`src/rtl/rr_reg_write_arbiter.sv`:
```
// Round-robin write arbiter driving a shared flip-flop register bank.
// Optional ownership lock/streaming enabled with `define RR_ARB_LOCK_EN.
module rr_reg_write_arbiter #(
    parameter int NUM_REQ = 4,
    parameter int ADDR_W  = 2,
    parameter int DATA_W  = 8
) (
    input  logic                       clock,
    input  logic                       reset,
    input  logic [NUM_REQ-1:0]         req,
    input  logic [NUM_REQ*ADDR_W-1:0]  req_addr,
    input  logic [NUM_REQ*DATA_W-1:0]  req_data,
    input  logic [NUM_REQ-1:0]         lock,
    output logic [NUM_REQ-1:0]         ack,
    output logic [(2**ADDR_W)-1:0]     wr_en,
    output logic [DATA_W-1:0]          wr_data,
    output logic                       busy
);

    localparam int DEPTH = 2 ** ADDR_W;
    localparam int PTR_W = (NUM_REQ > 1) ? $clog2(NUM_REQ) : 1;

    typedef enum logic [1:0] {
        IDLE,
        GRANT,
        LOCKED
    } state_t;

    state_t               state, state_n;
    logic [PTR_W-1:0]     ptr, ptr_n;
    logic [NUM_REQ-1:0]   elig;
    logic [NUM_REQ-1:0]   ack_n;
    logic [DEPTH-1:0]     wr_en_n;
    logic [DATA_W-1:0]    wr_data_n;
    logic                 busy_n;
    logic                 found;
    logic [PTR_W-1:0]     w;
    logic [ADDR_W-1:0]    w_addr;
    int                   idx;

    function automatic logic [PTR_W-1:0] inc_wrap(input logic [PTR_W-1:0] v);
        return (v == PTR_W'(NUM_REQ - 1)) ? '0 : v + 1'b1;
    endfunction

`ifdef RR_ARB_LOCK_EN
    logic [PTR_W-1:0] owner, owner_n;
`else
    logic unused_sink;
    assign unused_sink = ^{lock, state};
`endif

    // A requester acked this cycle sits out one edge so it can drop req.
    assign elig = req & ~ack;

    always_comb begin
        state_n   = IDLE;
        ptr_n     = ptr;
        ack_n     = '0;
        wr_en_n   = '0;
        wr_data_n = '0;
        busy_n    = 1'b0;
        found     = 1'b0;
        w         = '0;
        w_addr    = '0;
        idx       = 0;
`ifdef RR_ARB_LOCK_EN
        owner_n   = owner;
`endif
        for (int k = 0; k < NUM_REQ; k++) begin
            idx = int'(ptr) + k;
            if (idx >= NUM_REQ) idx = idx - NUM_REQ;
            if (!found && elig[idx]) begin
                found = 1'b1;
                w     = PTR_W'(idx);
            end
        end
`ifdef RR_ARB_LOCK_EN
        // The owner streams freely: no ack mask while locked.
        if (state == LOCKED) begin
            found = req[owner];
            w     = owner;
        end
`endif
        if (found) begin
            w_addr           = req_addr[int'(w)*ADDR_W +: ADDR_W];
            ack_n[w]         = 1'b1;
            wr_en_n[w_addr]  = 1'b1;
            wr_data_n        = req_data[int'(w)*DATA_W +: DATA_W];
            busy_n           = 1'b1;
            ptr_n            = inc_wrap(w);
            state_n          = GRANT;
        end
`ifdef RR_ARB_LOCK_EN
        if (state == LOCKED) begin
            if (lock[owner]) begin
                state_n = LOCKED;
                ptr_n   = ptr;
            end else begin
                ptr_n   = inc_wrap(owner);
                state_n = found ? GRANT : IDLE;
            end
        end else if (found && lock[w]) begin
            state_n = LOCKED;
            owner_n = w;
        end
`endif
    end

    always_ff @(posedge clock or negedge reset) begin
        if (!reset) begin
            state   <= IDLE;
            ptr     <= '0;
            ack     <= '0;
            wr_en   <= '0;
            wr_data <= '0;
            busy    <= 1'b0;
`ifdef RR_ARB_LOCK_EN
            owner   <= '0;
`endif
        end else begin
            state   <= state_n;
            ptr     <= ptr_n;
            ack     <= ack_n;
            wr_en   <= wr_en_n;
            wr_data <= wr_data_n;
            busy    <= busy_n;
`ifdef RR_ARB_LOCK_EN
            owner   <= owner_n;
`endif
        end
    end

endmodule

```
`config.mk`:
```
export PLATFORM = sky130hd
export DESIGN_NAME = rr_reg_write_arbiter
export DESIGN_NICKNAME = d
export VERILOG_FILES = /design/src/rtl/rr_reg_write_arbiter.sv
export SDC_FILE = /design/constraint.sdc
export NUM_CORES = 1
export LEC_CHECK = 0
export ABC_AREA = 1
export BUFFER_PORTS_ARGS = -buffer_cell sky130_fd_sc_hd__buf_2
export CORE_UTILIZATION = 30
export DETAILED_ROUTE_END_ITERATION = 10
export SLEW_MARGIN = 10
export SYNTH_ARGS = -nofsm -noshare
export SYNTH_HDL_FRONTEND = slang
export SYNTH_SLANG_ARGS = --single-unit
```
`constraint.sdc`:
```
create_clock -name clock -period 2.5 [get_ports clock]
set_input_delay 0 -clock clock [delete_from_list [all_inputs] [get_ports clock]]
set_output_delay 0 -clock clock [all_outputs]
set_load 0.01 [all_outputs]
```
==> reports/results.txt, run 1 <==
Share of layout cells above drive strength 1 - 32.1%
Post_cts resized - 0
Setup TNS - 0 ps
DR pass1 iterations - 4
Synthesized flop and latch total - 19
Worst-Margin Slew - 412 ps
Detailed-route DRC error count - 0
R2R Path Start - ptr[0]
RSZ-0062 raised after global routing - false
Final WL - 3.35 mm
Num rows - 24
Leakage - 1.04 nW
Synth Area in Adders - 3.67%
GPL Wtd Cong - 0.821
Post-layout minimum cycle time - 2140 ps
Synth Flop Type - dfrtp_1
Routed Antenna Nets - 0
Synth area leaders - dfrtp_1, nand2_1, nand3_1
Crit start category - flop
Rel. slew slack - 72.5%
Vias in the first global route - 1286
DIE HEIGHT - 69.4 microns
DRT iter0 DRCs - 81
Multi-input logic area - 758 sq um
Root Buffer - clkbuf_8
Drt wl/cell - 10.6 microns
Reg2reg setup slack - 360 ps
Most numerous cell in the Yosys netlist - nand2_1
Largest family of logic cells by synthesized area - simple AND/OR/NAND/NOR gates
Worst hold endpoint - wr_data[1]
Total GRT Usage - 14.3%
First-pass GRT wire length - 5.68 mm
Area of the mapped netlist - 1360 sq um
Met2 WL post-DR - 1.50 mm
Post-synthesis sequential area ratio - 34.9%
Worst R2R End - ptr[1]
Die area - 4820 sq um
Area share of the largest cell type after synthesis - 34.9%
Highest metal used - met4
Peak VDD IR - 0.000697 V
CTS tree - done
Sink Count - 19
Complex-gate fraction of the synthesized area - 4.50%
DIE WIDTH - 69.4 microns
Yosys cell types - 21
Clock transition at path regs - 70 ps
Largest net degree at the start of global routing - 26
Antenna Cells - 0
Hold Startpoint - req_data[25]
Xor/xnor cell area share of the yosys netlist - 0%
FF-to-FF path depth - 13
Synthesized area per cell - 6.89 sq um
Hold Path Depth - 3
Hold Path Class - input port to flop
Syn-to-layout area delta - 32.5%
Largest area contributor in the netlist - dfrtp_1
Crit path DAT - 2280 ps
Post-Synthesis Cells - 198
Most instantiated cells after synthesis - nand2_1, nand3_1, dfrtp_1, nor2_1, inv_1
H-Tree Depth - 1
Hold buffers post-CTS - 6
Synth warn - 0
FF/Latch Area - 475 sq um
FILL cells - 471
Final-report hold violation count - 0
Initial antenna violation count - 0
Met3 wire len - 269 microns
Final worst-path cycle share - 85.6%
Vias - 1448
Crit-path max FO - 21
Pwr Total - 3.15 mW
PwrDens - 1740 nW/um^2
Vias per inst - 4.57
Max-cap viol count - 0
WS Path Type - flop to flop
Max Clock Skew - 1.50 ps
Syn nets - 252
Postcts setup bufs - 0
Critical Path Start - ptr[0]
Worst skew pair latency - 250 ps
# nets final - 320
# setup viols final - 0
I/O Buffers - 62
Fmax achieved - 467 MHz
Number of synthesized flops with an enable pin - 0
Async set or reset register ratio after synthesis - 100%
Total core area - 4350 sq um
Synth Area in Simple Gates - 47.4%
Critical Path RT - 2640 ps
I/O pin count - 67
CTS max path bufs - 2
Detailed placer's ending HPWL - 2.55 mm
Max Slew Vio Count - 0
Status - finished, final reports clean
Met1 wire length - 1.57 mm
Crit end category - flop
Grt ovf - 0
CTS buffer count - 3
Post-synthesis mux area share - 0%
Starting density of the core - 31.3%
[through the flow]
stage               util [%]  cell area, sq um  worst slack [ps]  instances  hold slack [ps]
finish                  41.5              1810               359        317             2.80
global route            41.5              1810               125        317             6.22
CTS                     41.5              1810               336        317             2.25
detailed placement      39.1              1700               358        307            -34.5
global placement        39.1              1700               366        307            -42.2
floorplan                  -              1360               583        198             -296
[final cells by class]
type / instances / area share, %
multi-input cells: 153 / 42.0
flip-flops and latches: 19 / 26.3
repair buffers: 71 / 21.7
inverters: 18 / 3.88
well taps: 52 / 3.60
clock buffers: 4 / 2.49
[placed cells by master (no fill, tap or decap), drive strengths merged]
| cell | count |
|---|---|
| a21oi | 9 |
| a31oi | 1 |
| and2 | 1 |
| buf | 65 |
| clkbuf | 4 |
| dfrtp | 19 |
| dlygate4sd3 | 6 |
| ha | 4 |
| inv | 18 |
| nand2 | 79 |
| nand3 | 36 |
| nand4 | 5 |
| nor2 | 16 |
| o21ai | 2 |
[power by group]
group          internal, mW  total (mW)  leakage, nW  switching (mW)
clock network         0.113       0.212       0.0228          0.0988
registers             0.491       0.564        0.230          0.0737
logic                 0.826        2.37        0.787            1.55
[worst max-delay path, stage by stage, from the launching register on]
cell,delay [ps]
dfrtp_1,550
inv_4,100
nand2_1,80
nand2_1,100
nand3_2,100
nand2_4,70
nand2_2,80
nand2_1,60
nand2_2,100
nand3_4,80
inv_2,280
ha_1,290
nand2_1,60
o21ai_0,60
[worst max path at each step]
stage                        end  slack [ps]  cells past startpoint
after floorplan           ptr[1]         580                     14
after global placement    ptr[1]         370                     13
after detailed placement  ptr[1]         360                     13
after CTS                 ptr[1]         340                     13
after global routing      ack[1]         120                     10
final                     ptr[1]         360                     13
[registers in the layout (all words and copies together) (netlist names)]
signal and flops:
wr_data 8, ack 4, wr_en 4, ptr 2, busy 1
[metal layers]
layer	track usage (%)	vias to the layer above
li1	-	762
met2	23.3	61
met4	3.40	0
met3	3.34	2
met5	0	-
met1	19.1	623
[cells by family after synthesis]
group	Yosys count
AND/OR/NAND/NOR	137
buffers and inverters	26
AO/OA/AOI/OAI	12
flip-flops	19
adder cells (fa/ha/maj)	4
No activity file was read; power rests on OpenSTA's default activity.
==> run 2, diff against run 1 <==
--- a/config.mk
+++ b/config.mk
@@ -9,6 +9,7 @@
 export BUFFER_PORTS_ARGS = -buffer_cell sky130_fd_sc_hd__buf_2
 export CORE_UTILIZATION = 30
 export DETAILED_ROUTE_END_ITERATION = 10
+export HOLD_SLACK_MARGIN = 0.02
 export SLEW_MARGIN = 10
 export SYNTH_ARGS = -nofsm -noshare
 export SYNTH_HDL_FRONTEND = slang
==> run 2 against run 1 <==
Compared with the run above:
- sequential power barely moved
- die area did not move
- largest power group unchanged
- final area rose by 1.7%
- clock skew barely moved
- non-clock buffer count rose by 3
- critical path depth did not move
- worst hold slack improved by 63 ps
- clock power barely moved
- largest cell class unchanged
- total power rose by 0.17%
- global-route usage did not move
- routed wire length rose by 0.60%
- clock-buffer cell count did not move
==> reports/results.txt, run 2 (synthesis results as in run 1) <==
Hold Path Depth - 5
Pwr Total - 3.16 mW
Root Buffer - clkbuf_8
Worst R2R End - ptr[1]
Crit-path max FO - 21
Crit start category - flop
Reg2reg setup slack - 360 ps
Post-route cell area - 1840 sq um
First-pass GRT wire length - 5.68 mm
Largest net degree at the start of global routing - 26
Met2 WL post-DR - 1.52 mm
# nets final - 323
I/O Buffers - 62
Vias - 1446
Worst hold endpoint - wr_data[2]
Largest registers - wr_data (8), ack (4), wr_en (4)
Die area - 4820 sq um
Met3 wire len - 256 microns
Vias in the first global route - 1293
Hold Path Class - input port to flop
CTS max path bufs - 2
Crit-path max cell delay - 550 ps
Reg with most FFs - wr_data
Max Clock Skew - 1.36 ps
Non-filler cells, final - 320
Peak VDD IR - 0.000697 V
PwrDens - 1720 nW/um^2
CTS tree - done
Total net switching power - 1.72 mW
DR pass1 iterations - 4
Setup TNS - 0 ps
Post-layout minimum cycle time - 2140 ps
R2R Path Start - ptr[0]
# setup viols final - 0
Sink Count - 19
Sequential power share - 17.9%
FF-to-FF path depth - 13
Clock power frac - 6.7%
Vias per inst - 4.52
Leakage - 1.05 nW
DIE WIDTH - 69.4 microns
Max Slew Vio Count - 0
RSZ-0062 raised after global routing - false
Most frequent cells in the layout - nand2_1, buf_2, nand3_1
Share of layout cells above drive strength 1 - 31.7%
Initial antenna violation count - 0
Sw Ratio - 54.6%
I/O pin count - 67
Worst path cell trace - inv_4, nand2_1, nand2_1, nand3_2, nand2_4, nand2_2, nand2_1, nand2_2, nand3_4, inv_2, ha_1, nand2_1, o21ai_0
Antenna Cells - 0
WS Path Type - flop to flop
Max-cap viol count - 0
Final worst-path cycle share - 85.6%
Clock transition at path regs - 70 ps
Rel. slew slack - 72.5%
DIE HEIGHT - 69.4 microns
Critical Path RT - 2640 ps
Worst skew pair latency - 250 ps
Power Internal - 1.43 mW
Grt ovf - 0
Detailed-route DRC error count - 0
CP most frequent cell - nand2_1
Final-report hold violation count - 0
DRT iter0 DRCs - 93
Most common cell after layout, fill and taps aside - nand2_1
Total core area - 4350 sq um
Worst-Margin Slew - 412 ps
Total GRT Usage - 14.3%
Num rows - 24
Cell at the slowest stage of the critical path - dfrtp_1
Drt wl/cell - 10.5 microns
Starting density of the core - 31.3%
Fmax achieved - 467 MHz
Crit end category - flop
CTS buffer count - 3
Cell count after placement - 307
H-Tree Depth - 1
Status - finished, final reports clean
Post_cts resized - 0
GPL Wtd Cong - 0.821
Final WL - 3.37 mm
Syn-to-layout area delta - 34.7%
Detailed placer's ending HPWL - 2.55 mm
Routed Antenna Nets - 0
Highest metal used - met4
Crit path DAT - 2280 ps
Met1 wire length - 1.58 mm
Combinational Power Share - 75.4%
Hold Startpoint - req_data[18]
Placed inst area - 1700 sq um
Number of flip-flops in the largest register - 8
-- run 2: metrics by stage --
stage,worst slack (ps),hold slack [ps],util [%]
5_1_grt,125,76.9,42.2
3_5_place_dp,358,-34.5,39.1
6_report,359,65.8,42.2
4_1_cts,336,64.8,42.2
3_3_place_gp,366,-42.2,39.1
2_1_floorplan,583,-296,-
-- run 2: routing by layer --
layer  global-route usage (%)  vias up
met2                     23.3       53
met5                        0        -
met3                     3.34        2
li1                         -      768
met1                     19.1      623
met4                     3.40        0
-- run 2: worst max path at each step --
stage,startpoint,to,cells past startpoint
3_3_place_gp,ptr[0],ptr[1],13
3_5_place_dp,ptr[0],ptr[1],13
6_report,ptr[0],ptr[1],13
2_1_floorplan,ptr[0],ptr[1],14
4_1_cts,ptr[0],ptr[1],13
5_1_grt,ptr[0],ack[1],10
-- run 2: cell type report --
class                           instances  area, sq um
Fill cell                             473         2520
Multi-Input combinational cell        153          758
Sequential cell                        19          475
Timing Repair Buffer                   74          423
Inverter                               18         70.1
Tap cell                               52         65.1
Clock buffer                            4         45.0
-- run 2: what timing repair did --
item / 4_1_cts / 5_1_grt
endpoints found under the hold margin: 27 / 0
buffers inserted: 0 / 0
hold buffers: 9 / 0
-- run 2: power groups by stage --
stage	Clock [mW]	Sequential, mW	Combinational [mW]
finish	0.212	0.564	2.38
global route	0.234	0.586	2.74
CTS	0.220	0.567	2.40
detailed placement	0	0.572	2.38
global placement	0	0.572	2.36
floorplan	0	0.618	1.92
-- run 2: worst max-delay path, delay by kind of cell, from the launching register on --
kind	cells	cell delay [ps]
simple gates	9	730
flops	1	550
buf+inv	2	380
compound gates	1	60
fa+ha+maj	1	290
